### config.mk
export PLATFORM = sky130hd
export DESIGN_NAME = alu_share_arbiter
export DESIGN_NICKNAME = d
export VERILOG_FILES = /design/src/rtl/alu_share_arbiter.sv
export SDC_FILE = /design/constraint.sdc
export NUM_CORES = 1
export LEC_CHECK = 0
export CAP_MARGIN = 10
export CORE_ASPECT_RATIO = 1.4
export CORE_UTILIZATION = 43
export CTS_CLUSTER_SIZE = 12
export DETAILED_ROUTE_END_ITERATION = 10
export PLACE_DENSITY = 0.88
export SETUP_SLACK_MARGIN = 0.3
export SLEW_MARGIN = 10
export SYNTH_ARGS = -nofsm -noshare
export SYNTH_HDL_FRONTEND = slang
export SYNTH_SLANG_ARGS = --single-unit
### constraint.sdc
create_clock -name CLK -period 3.4 [get_ports CLK]
set_input_delay 0.51 -clock CLK [delete_from_list [all_inputs] [get_ports CLK]]
set_output_delay 0.51 -clock CLK [all_outputs]
set_load 0.02 [all_outputs]
### src/rtl/alu_share_arbiter.sv
// Shares one 8-bit ALU between two requesters: valid/ready accept, settle wait, one-cycle response.
// Optional define ALU_SHARE_FIXED_PRIO_EN selects fixed priority (requester 0 wins ties) instead of round-robin.
module alu_share_arbiter #(
   parameter int unsigned SETTLE_CYCLES = 3
) (
   input  logic       CLK,
   input  logic       RESET,
   input  logic       REQ_VALID0,
   input  logic       REQ_VALID1,
   output logic       REQ_READY0,
   output logic       REQ_READY1,
   input  logic [7:0] REQ_DATA1_0,
   input  logic [7:0] REQ_DATA2_0,
   input  logic [2:0] REQ_SELECT_0,
   input  logic       REQ_R_0,
   input  logic [1:0] REQ_RS_0,
   input  logic [7:0] REQ_DATA1_1,
   input  logic [7:0] REQ_DATA2_1,
   input  logic [2:0] REQ_SELECT_1,
   input  logic       REQ_R_1,
   input  logic [1:0] REQ_RS_1,
   output logic       RESP_VALID0,
   output logic       RESP_VALID1,
   output logic [7:0] RESP_RESULT,
   output logic       RESP_ZERO,
   output logic [7:0] ALU_DATA1,
   output logic [7:0] ALU_DATA2,
   output logic [2:0] ALU_SELECT,
   output logic       ALU_R,
   output logic [1:0] ALU_RS,
   input  logic [7:0] ALU_RESULT,
   input  logic       ALU_ZERO
);

   localparam logic [1:0] ST_IDLE = 2'd0;
   localparam logic [1:0] ST_WAIT = 2'd1;
   localparam logic [1:0] ST_DONE = 2'd2;

   logic [1:0] state_q, state_d;
   logic [3:0] cnt_q, cnt_d;
   logic       owner_q, owner_d;
   logic [7:0] alu_data1_q, alu_data1_d;
   logic [7:0] alu_data2_q, alu_data2_d;
   logic [2:0] alu_select_q, alu_select_d;
   logic       alu_r_q, alu_r_d;
   logic [1:0] alu_rs_q, alu_rs_d;
   logic [7:0] resp_result_q, resp_result_d;
   logic       resp_zero_q, resp_zero_d;

   logic gnt_any, gnt_sel, accept;

`ifdef ALU_SHARE_FIXED_PRIO_EN
   always_comb begin
      gnt_sel = !REQ_VALID0;
   end
`else
   // ptr_q holds the last-granted requester; a tie goes to the other one.
   logic ptr_q, ptr_d;

   always_comb begin
      if (REQ_VALID0 && REQ_VALID1) gnt_sel = ~ptr_q;
      else                          gnt_sel = !REQ_VALID0;
      ptr_d = accept ? gnt_sel : ptr_q;
   end

   always_ff @(posedge CLK) begin
      if (RESET) ptr_q <= 1'b1;
      else       ptr_q <= ptr_d;
   end
`endif

   always_comb begin
      gnt_any    = (state_q == ST_IDLE) && !RESET && (REQ_VALID0 || REQ_VALID1);
      REQ_READY0 = gnt_any && !gnt_sel;
      REQ_READY1 = gnt_any && gnt_sel;
      accept     = gnt_any;
   end

   always_comb begin
      state_d       = state_q;
      cnt_d         = cnt_q;
      owner_d       = owner_q;
      alu_data1_d   = alu_data1_q;
      alu_data2_d   = alu_data2_q;
      alu_select_d  = alu_select_q;
      alu_r_d       = alu_r_q;
      alu_rs_d      = alu_rs_q;
      resp_result_d = resp_result_q;
      resp_zero_d   = resp_zero_q;
      case (state_q)
         ST_IDLE: begin
            if (accept) begin
               state_d      = ST_WAIT;
               cnt_d        = 4'(SETTLE_CYCLES);
               owner_d      = gnt_sel;
               alu_data1_d  = gnt_sel ? REQ_DATA1_1  : REQ_DATA1_0;
               alu_data2_d  = gnt_sel ? REQ_DATA2_1  : REQ_DATA2_0;
               alu_select_d = gnt_sel ? REQ_SELECT_1 : REQ_SELECT_0;
               alu_r_d      = gnt_sel ? REQ_R_1      : REQ_R_0;
               alu_rs_d     = gnt_sel ? REQ_RS_1     : REQ_RS_0;
            end
         end
         ST_WAIT: begin
            // Capture on the last settle cycle so DONE presents a stable result.
            if (cnt_q <= 4'd1) begin
               state_d       = ST_DONE;
               resp_result_d = ALU_RESULT;
               resp_zero_d   = ALU_ZERO;
            end else begin
               cnt_d = cnt_q - 4'd1;
            end
         end
         ST_DONE: state_d = ST_IDLE;
         default: state_d = ST_IDLE;
      endcase
   end

   always_ff @(posedge CLK) begin
      if (RESET) begin
         state_q       <= ST_IDLE;
         cnt_q         <= 4'd0;
         owner_q       <= 1'b0;
         alu_data1_q   <= 8'd0;
         alu_data2_q   <= 8'd0;
         alu_select_q  <= 3'd0;
         alu_r_q       <= 1'b0;
         alu_rs_q      <= 2'd0;
         resp_result_q <= 8'd0;
         resp_zero_q   <= 1'b0;
      end else begin
         state_q       <= state_d;
         cnt_q         <= cnt_d;
         owner_q       <= owner_d;
         alu_data1_q   <= alu_data1_d;
         alu_data2_q   <= alu_data2_d;
         alu_select_q  <= alu_select_d;
         alu_r_q       <= alu_r_d;
         alu_rs_q      <= alu_rs_d;
         resp_result_q <= resp_result_d;
         resp_zero_q   <= resp_zero_d;
      end
   end

   always_comb begin
      RESP_VALID0 = (state_q == ST_DONE) && !owner_q;
      RESP_VALID1 = (state_q == ST_DONE) && owner_q;
      RESP_RESULT = resp_result_q;
      RESP_ZERO   = resp_zero_q;
      ALU_DATA1   = alu_data1_q;
      ALU_DATA2   = alu_data2_q;
      ALU_SELECT  = alu_select_q;
      ALU_R       = alu_r_q;
      ALU_RS      = alu_rs_q;
   end

endmodule

==> results of run 1 <==
-- final cells by class --
cell class	count	area, µm²
timing repair buffer	96	943
sequential	39	781
clock inverter	2	35.0
multi-input combinational	120	935
fill	319	1140
tap	43	53.8
inverter	3	11.3
clock buffer	6	82.6
-- routing by layer --
metal,up-vias,routed length (µm),part of all wire,track usage
met4,0,9,0.0022,0.0585
met1,739,1530,0.37,0.193
met2,54,2230,0.54,0.381
met3,2,327,0.080,0.0619
li1,805,-,-,-
met5,-,0,0,0
-- report_power, final --
group	internal, mW	switching (mW)
Sequential	0.498	0.0253
Clock	0.237	0.154
Combinational	0.184	0.159
-- worst max-delay path, cell delays in order --
cell and delay [ns]:
clkdlybuf4s50_1 0.57, o21ai_4 0.09, nor4_1 0.16, clkdlybuf4s50_1 0.66
-- state kept, by name (all words and copies together) (netlist names), 2 cells and up --
register	cells
ALU_RS	2
state_q	2
ALU_SELECT	3
ALU_DATA1	8
RESP_RESULT	8
ALU_DATA2	8
cnt_q	4
-- worst min-delay path by stage --
| stage | start | endpoint | slack (ns) | cells after the start |
|---|---|---|---|---|
| floorplan | owner_q | owner_q | 0.45 | 2 |
| global placement | RESP_RESULT[5] | RESP_RESULT[5] | 0.47 | 2 |
| detailed placement | owner_q | owner_q | 0.48 | 2 |
| CTS | owner_q | owner_q | 0.49 | 2 |
| global route | owner_q | owner_q | 0.52 | 2 |
| finish | owner_q | owner_q | 0.49 | 2 |
-- through the flow --
step           std cells  hold slack [ns]  area [µm²]
2_1_floorplan        175            0.445        1810
3_3_place_gp         301            0.472        2720
3_5_place_dp         301            0.481        2720
4_1_cts              309            0.491        2840
5_1_grt              309            0.518        2840
6_report             309            0.486        2840
-- cell families after synthesis --
family	Yosys count	synth area share
mux	31	0.171
xor+xnor	2	0.00968
buf+inv	16	0.0567
fa+ha+maj	2	0.0138
compound gates	32	0.171
simple gates	53	0.147
flops	39	0.431
-- synth_stat cells, drive strengths merged --
library cell  instances  area, µm²
dfxtp                39        781
nor2                 38        150
mux2i                31        310
a211oi               23        238
buf                   8       72.6
clkbuf                5       18.8
nor3                  4       20.0
inv                   3       11.3
nand2                 3       11.3
a21o                  2       15.0
a21oi                 2       10.0
ha                    2       25.0
nor2b                 2       15.0
nor4                  2       27.5
xnor2                 2       17.5
a211o                 1       8.76
and3b                 1       8.76
and4b                 1       10.0
nor3b                 1       7.51
nor4b                 1       15.0
o211a                 1       10.0
o21ai                 1       8.76
o311a                 1       10.0
o31a                  1       8.76
-- cell usage in the layout (no fill, tap or decap), types with 2 or more instances in the layout --
cell type,count
xnor2_1,2
mux2i_1,31
a211oi_2,13
ha_1,2
buf_4,5
inv_1,3
clkdlybuf4s50_1,90
nor2_2,3
nor2_1,35
clkbuf_8,6
a21o_1,2
nand2_1,3
nor3_1,4
dfxtp_1,39
a21oi_1,2
a211oi_1,10
==> metrics.md, run 1 <==
| Metric | Value |
|---|---|
| Status | `finished, violations left` |
| Failing checks | `DRC` |
| Setup Crit Path Kind | `in -> out` |
| Layout net count | `324` |
| Crit path launch | `REQ_VALID0` |
| IO buf count | `91` |
| Vias per std cell | `5.18` |
| # setup viols final | `0` |
| Max clock buf depth | `2` |
| RD Place Congestion | `0.708` |
| Startpoint Class | `input port` |
| Number of synthesis warnings | `0` |
| Yosys reg bits | `39` |
| Final ANT Viol Nets | `0` |
| Crit path capture type | `output port` |
| Tot Pwr | `1.26 mW` |
| CP endpoint | `REQ_READY0` |
| Final Util | `0.713` |
| Avg WL per Cell | `13.3 µm` |
| Worst Path Required | `2.89 ns` |
| RSZ-0062 raised after global routing | `no` |
| Number of antenna violations at the first check in global routing | `0` |
| Worst slew pin tran | `0.410 ns` |
| Via count | `1600` |
| CTS tree | `built` |
| Mean Syn Cell Area | `10.3 µm²` |
| Skew-Pair Late Insertion Delay | `0.29 ns` |
| Core area | `3990 µm²` |
| Mapped Area | `1810 µm²` |
| 1st-iter DRT viols | `45` |
| Final Cycle Share | `0.735` |
| Fin crit period | `2.50 ns` |
| Initial Util | `0.454` |
| Seq/Total Area, Yosys | `0.431` |
| Clock sink count | `39` |
| Final Skew | `0.00813 ns` |
| Largest net degree at the start of global routing | `36` |
| Post-CTS setup buffers | `0` |
| Post-synthesis cell type count | `30` |
| Resized cells post-CTS | `0` |
| Worst slack at placement | `0.869 ns` |
| Die Span Y | `78.8 µm` |
| H-tree Lvls | `2` |
| Slew headroom | `0.727` |
| CP Data Arrival Time | `1.99 ns` |
| Worst R2R Path Depth | `5` |
| Setup TNS | `0 ns` |
| Synth-to-layout area growth | `56.9%` |
| DP Wirelength | `3.08 mm` |
| Worst reg2reg path startpoint | `state_q[0]` |
| DRC Markers | `14` |
| Reg clk slew, reported paths | `0.07 ns` |
| Reg2reg end | `RESP_ZERO` |
| Die area | `4480 µm²` |
| Final WS setup | `0.902 ns` |
| First-pass GRT wire length | `6.86 mm` |
| DRT Pass-1 Iters | `7` |
| Max-cap violations | `0` |
| Total power per unit cell area | `442 nW/µm²` |
| Vias in the first global route | `1596` |
| Fin. max-slew vios | `0` |
| Lkg Pwr | `1.13 nW` |
| Post-Route WL | `4.10 mm` |
| Num ports | `92` |
| Remaining Overflow, GRT | `0` |
| N_diodes | `0` |
| Max VDD drop | `261 µV` |
| F_max | `0.400 GHz` |
| Final Hold Fails | `0` |
| TritonCTS Buffers | `5` |
| Class of the worst hold path | `reg -> reg` |
| GRT Total Usage | `0.195` |
| Layout cells sized above 1 | `0.128` |
| CTS root buf | `clkbuf_8` |
| Crit Path Max Fanout | `4` |
| Site Rows | `27` |
| Synthesized instance count | `175` |
| Die X | `56.8 µm` |
| Syn_nets | `234` |
| Post-CTS Hold Fix Bufs | `0` |
| R2R setup slack | `1.82 ns` |
(Power assumes the default switching activity.)
==> run 2, diff against run 1 <==
Settings changed: CORE_UTILIZATION 43 to 36, PLACE_DENSITY 0.88 to 0.78.
Clock period 3.4 ns to 2.2 ns, I/O delays scaled along.
==> metrics.md, run 2 (synthesis gave the netlist of run 1 again) <==
| Metric | Value |
|---|---|
| Reg2reg end | `RESP_RESULT[5]` |
| Clock Power Share | `0.281 (-0.030)` |
| Seq pwr share | `0.433 (+0.017)` |
| Top sig layer | `met4` |
| Post-Route WL | `3.96 mm (-3.5%)` |
| First-pass GRT wire length | `6.51 mm (-5.0%)` |
| Placed cells | `324 (+7.6%)` |
| Status | `completed` |
| Most frequent cells in the layout | `86 x clkdlybuf4s50_1, 37 x dfxtp_1, 35 x nor2_1` |
| Setup Crit Path Kind | `in -> out` |
| Psw | `0.523 mW (+55%)` |
| Synth-to-layout area growth | `59.3%` |
| Worst path max stage delay | `0.46 ns (-0.20 ns)` |
| Max VDD drop | `369 µV (+41%)` |
| RSZ-0062 raised after global routing | `yes` |
| CTS tree | `built` |
| Final WS setup | `0.360 ns (-0.542 ns)` |
| Comb pwr share | `0.286 (+0.013)` |
| Worst hold path depth | `3 (+1)` |
| Die area | `5320 µm² (+19%)` |
| RD Place Congestion | `0.679 (-4.0%)` |
| Skew-Pair Late Insertion Delay | `0.28 ns (about the same)` |
| Crit path capture type | `output port` |
| Die X | `61.9 µm (+9.0%)` |
| Fin crit period | `1.84 ns` |
| Non-filler cells, final | `332 (+7.4%)` |
| Top delay family on crit path | `buffers and inverters` |
| Worst R2R Path Depth | `7 (+2)` |
| Largest net degree at the start of global routing | `36 (unchanged)` |
| Final Cycle Share | `0.837` |
| Num ports | `92 (unchanged)` |
| Initial Util | `0.374 (-0.0803)` |
| Worst Hold Path EP | `ALU_DATA2[1]` |
| Vias per std cell | `4.72 (-8.8%)` |
| Crit-path cells | `clkdlybuf4s50_1 -> buf_4 -> a21o_1 -> nor2_1 -> clkdlybuf4s15_1` |
| Worst Path Required | `1.87 ns (-1.02 ns)` |
| Switch share | `0.280 (+0.0110)` |
| Layout net count | `326 (+0.62%)` |
| Core area | `4840 µm² (+21%)` |
| Clock sink count | `39 (unchanged)` |
| TritonCTS Buffers | `5 (unchanged)` |
| Final ANT Viol Nets | `0 (unchanged)` |
| 1st-iter DRT viols | `28 (-38%)` |
| # setup viols final | `0 (unchanged)` |
| Worst slack at placement | `0.0445 ns (-0.824 ns)` |
| Class of the worst hold path | `in -> reg` |
| CTS root buf | `clkbuf_8` |
| Setup TNS | `0 ns (unchanged)` |
| N_diodes | `0 (unchanged)` |
| Met1 wire length | `1.55 mm (+0.98%)` |
| Final Hold Fails | `0 (unchanged)` |
| Max-cap violations | `0 (unchanged)` |
| CP Data Arrival Time | `1.51 ns (-0.48 ns)` |
| Die Span Y | `85.9 µm (+9.1%)` |
| CP max-delay cell | `clkdlybuf4s50_1` |
| Worst path depth | `5 (+1)` |
| Vias in the first global route | `1607 (+0.69%)` |
| Wire length on met3 | `350 µm (+7.0%)` |
| Number of antenna violations at the first check in global routing | `0 (unchanged)` |
| Crit Path Max Fanout | `3 (-1)` |
| Worst reg2reg path startpoint | `cnt_q[0]` |
| Slew headroom | `0.734 (+0.00664)` |
| GRT Total Usage | `0.165 (-0.0300)` |
| Hold path startpoint | `RESET` |
| Most common cell after layout, fill and taps aside | `clkdlybuf4s50_1` |
| H-tree Lvls | `2 (unchanged)` |
| Lkg Pwr | `1.18 nW (+4.1%)` |
| DRT Pass-1 Iters | `4 (-3)` |
| DR WL met2 | `1.99 mm (-11%)` |
| Cell-internal power | `1.34 mW (+46%)` |
| Site Rows | `30 (+11%)` |
| Avg WL per Cell | `11.9 µm (-10%)` |
| CP bufs+invs | `3 (+1)` |
| Total power per unit cell area | `648 nW/µm² (+46%)` |
| DRC Markers | `0 (-14)` |
| F_max | `0.543 GHz` |
| Final Skew | `0.00167 ns (-0.00646 ns)` |
| IO buf count | `91 (unchanged)` |
| R2R setup slack | `0.66 ns (-1.16 ns)` |
| Tot Pwr | `1.87 mW (+49%)` |
| Layout cells sized above 1 | `0.138 (+0.0102)` |
| Worst slew pin tran | `0.400 ns (-0.00996 ns)` |
| Via count | `1568 (-2.0%)` |
| Reg clk slew, reported paths | `0.07 ns (about the same)` |
| DP Wirelength | `2.94 mm (-4.5%)` |
| Fin. max-slew vios | `0 (unchanged)` |
| Startpoint Class | `input port` |
| Max clock buf depth | `2 (unchanged)` |
| Remaining Overflow, GRT | `0 (unchanged)` |
| Post-CTS setup buffers | `0 (unchanged)` |
-- run 2: changes by cell type in the layout (fill, tap and decap cells not counted), moves of 2 or more --
| cell | before | now |
|---|---|---|
| clkdlybuf4s50_1 | 90 | 86 |
| dfxtp_1 | 39 | 37 |
| dfxtp_2 | 0 | 2 |
| dlymetal6s2s_1 | 0 | 2 |
-- run 2: worst max path at each step --
stage | slack [ns] | start | endpoint
floorplan | 0.48 | RESET | REQ_READY0
detailed placement | 0.04 | REQ_VALID0 | REQ_READY1
CTS | 0.30 | state_q[1] | RESP_VALID0
global route | 0.30 | state_q[0] | REQ_READY1
finish | 0.36 | REQ_VALID0 | REQ_READY1
global placement | 0.06 | REQ_VALID0 | REQ_READY1
-- run 2: final cells by class --
class	instances	area (µm²)
fill	415	1960
timing repair buffer	98	975
multi-input combinational	120	935
sequential	39	783
inverter	3	11.3
tap	64	80.1
clock buffer	8	100
-- run 2: layer usage --
layer  global-route usage  vias to the layer above
met3               0.0649                        6
met5                    0                        -
met1                0.156                      699
met4               0.0727                        0
met2                0.300                       60
li1                     -                      803
-- run 2: metrics by stage --
step                instance area (µm²)   util  hold WS, ns
global route                       2880  0.596        0.425
CTS                                2880  0.594        0.411
global placement                   2780  0.574        0.472
floorplan                          1810      -        0.445
detailed placement                 2780  0.574        0.482
finish                             2880  0.596        0.419
-- run 2: tightest hold or removal path, cell delays in order --
cell and delay [ns]:
buf_2 0.10, buf_4 0.18, a211oi_2 0.04
-- run 2: power by group through the flow --
stage                     registers [mW]  clock network [mW]  logic (mW)
final                              0.809               0.525       0.534
after global routing               0.818               0.570       0.586
after CTS                          0.809               0.548       0.543
after detailed placement           0.825                   0       0.543
after global placement             0.823                   0       0.535
after floorplan                    0.882                   0       0.240
-- run 2: repair_timing --
action | 4_1_cts | 5_1_grt
endpoints found under the setup margin | 4 | 3
resized for setup | 3 | 4
hold buffers | 0 | 0
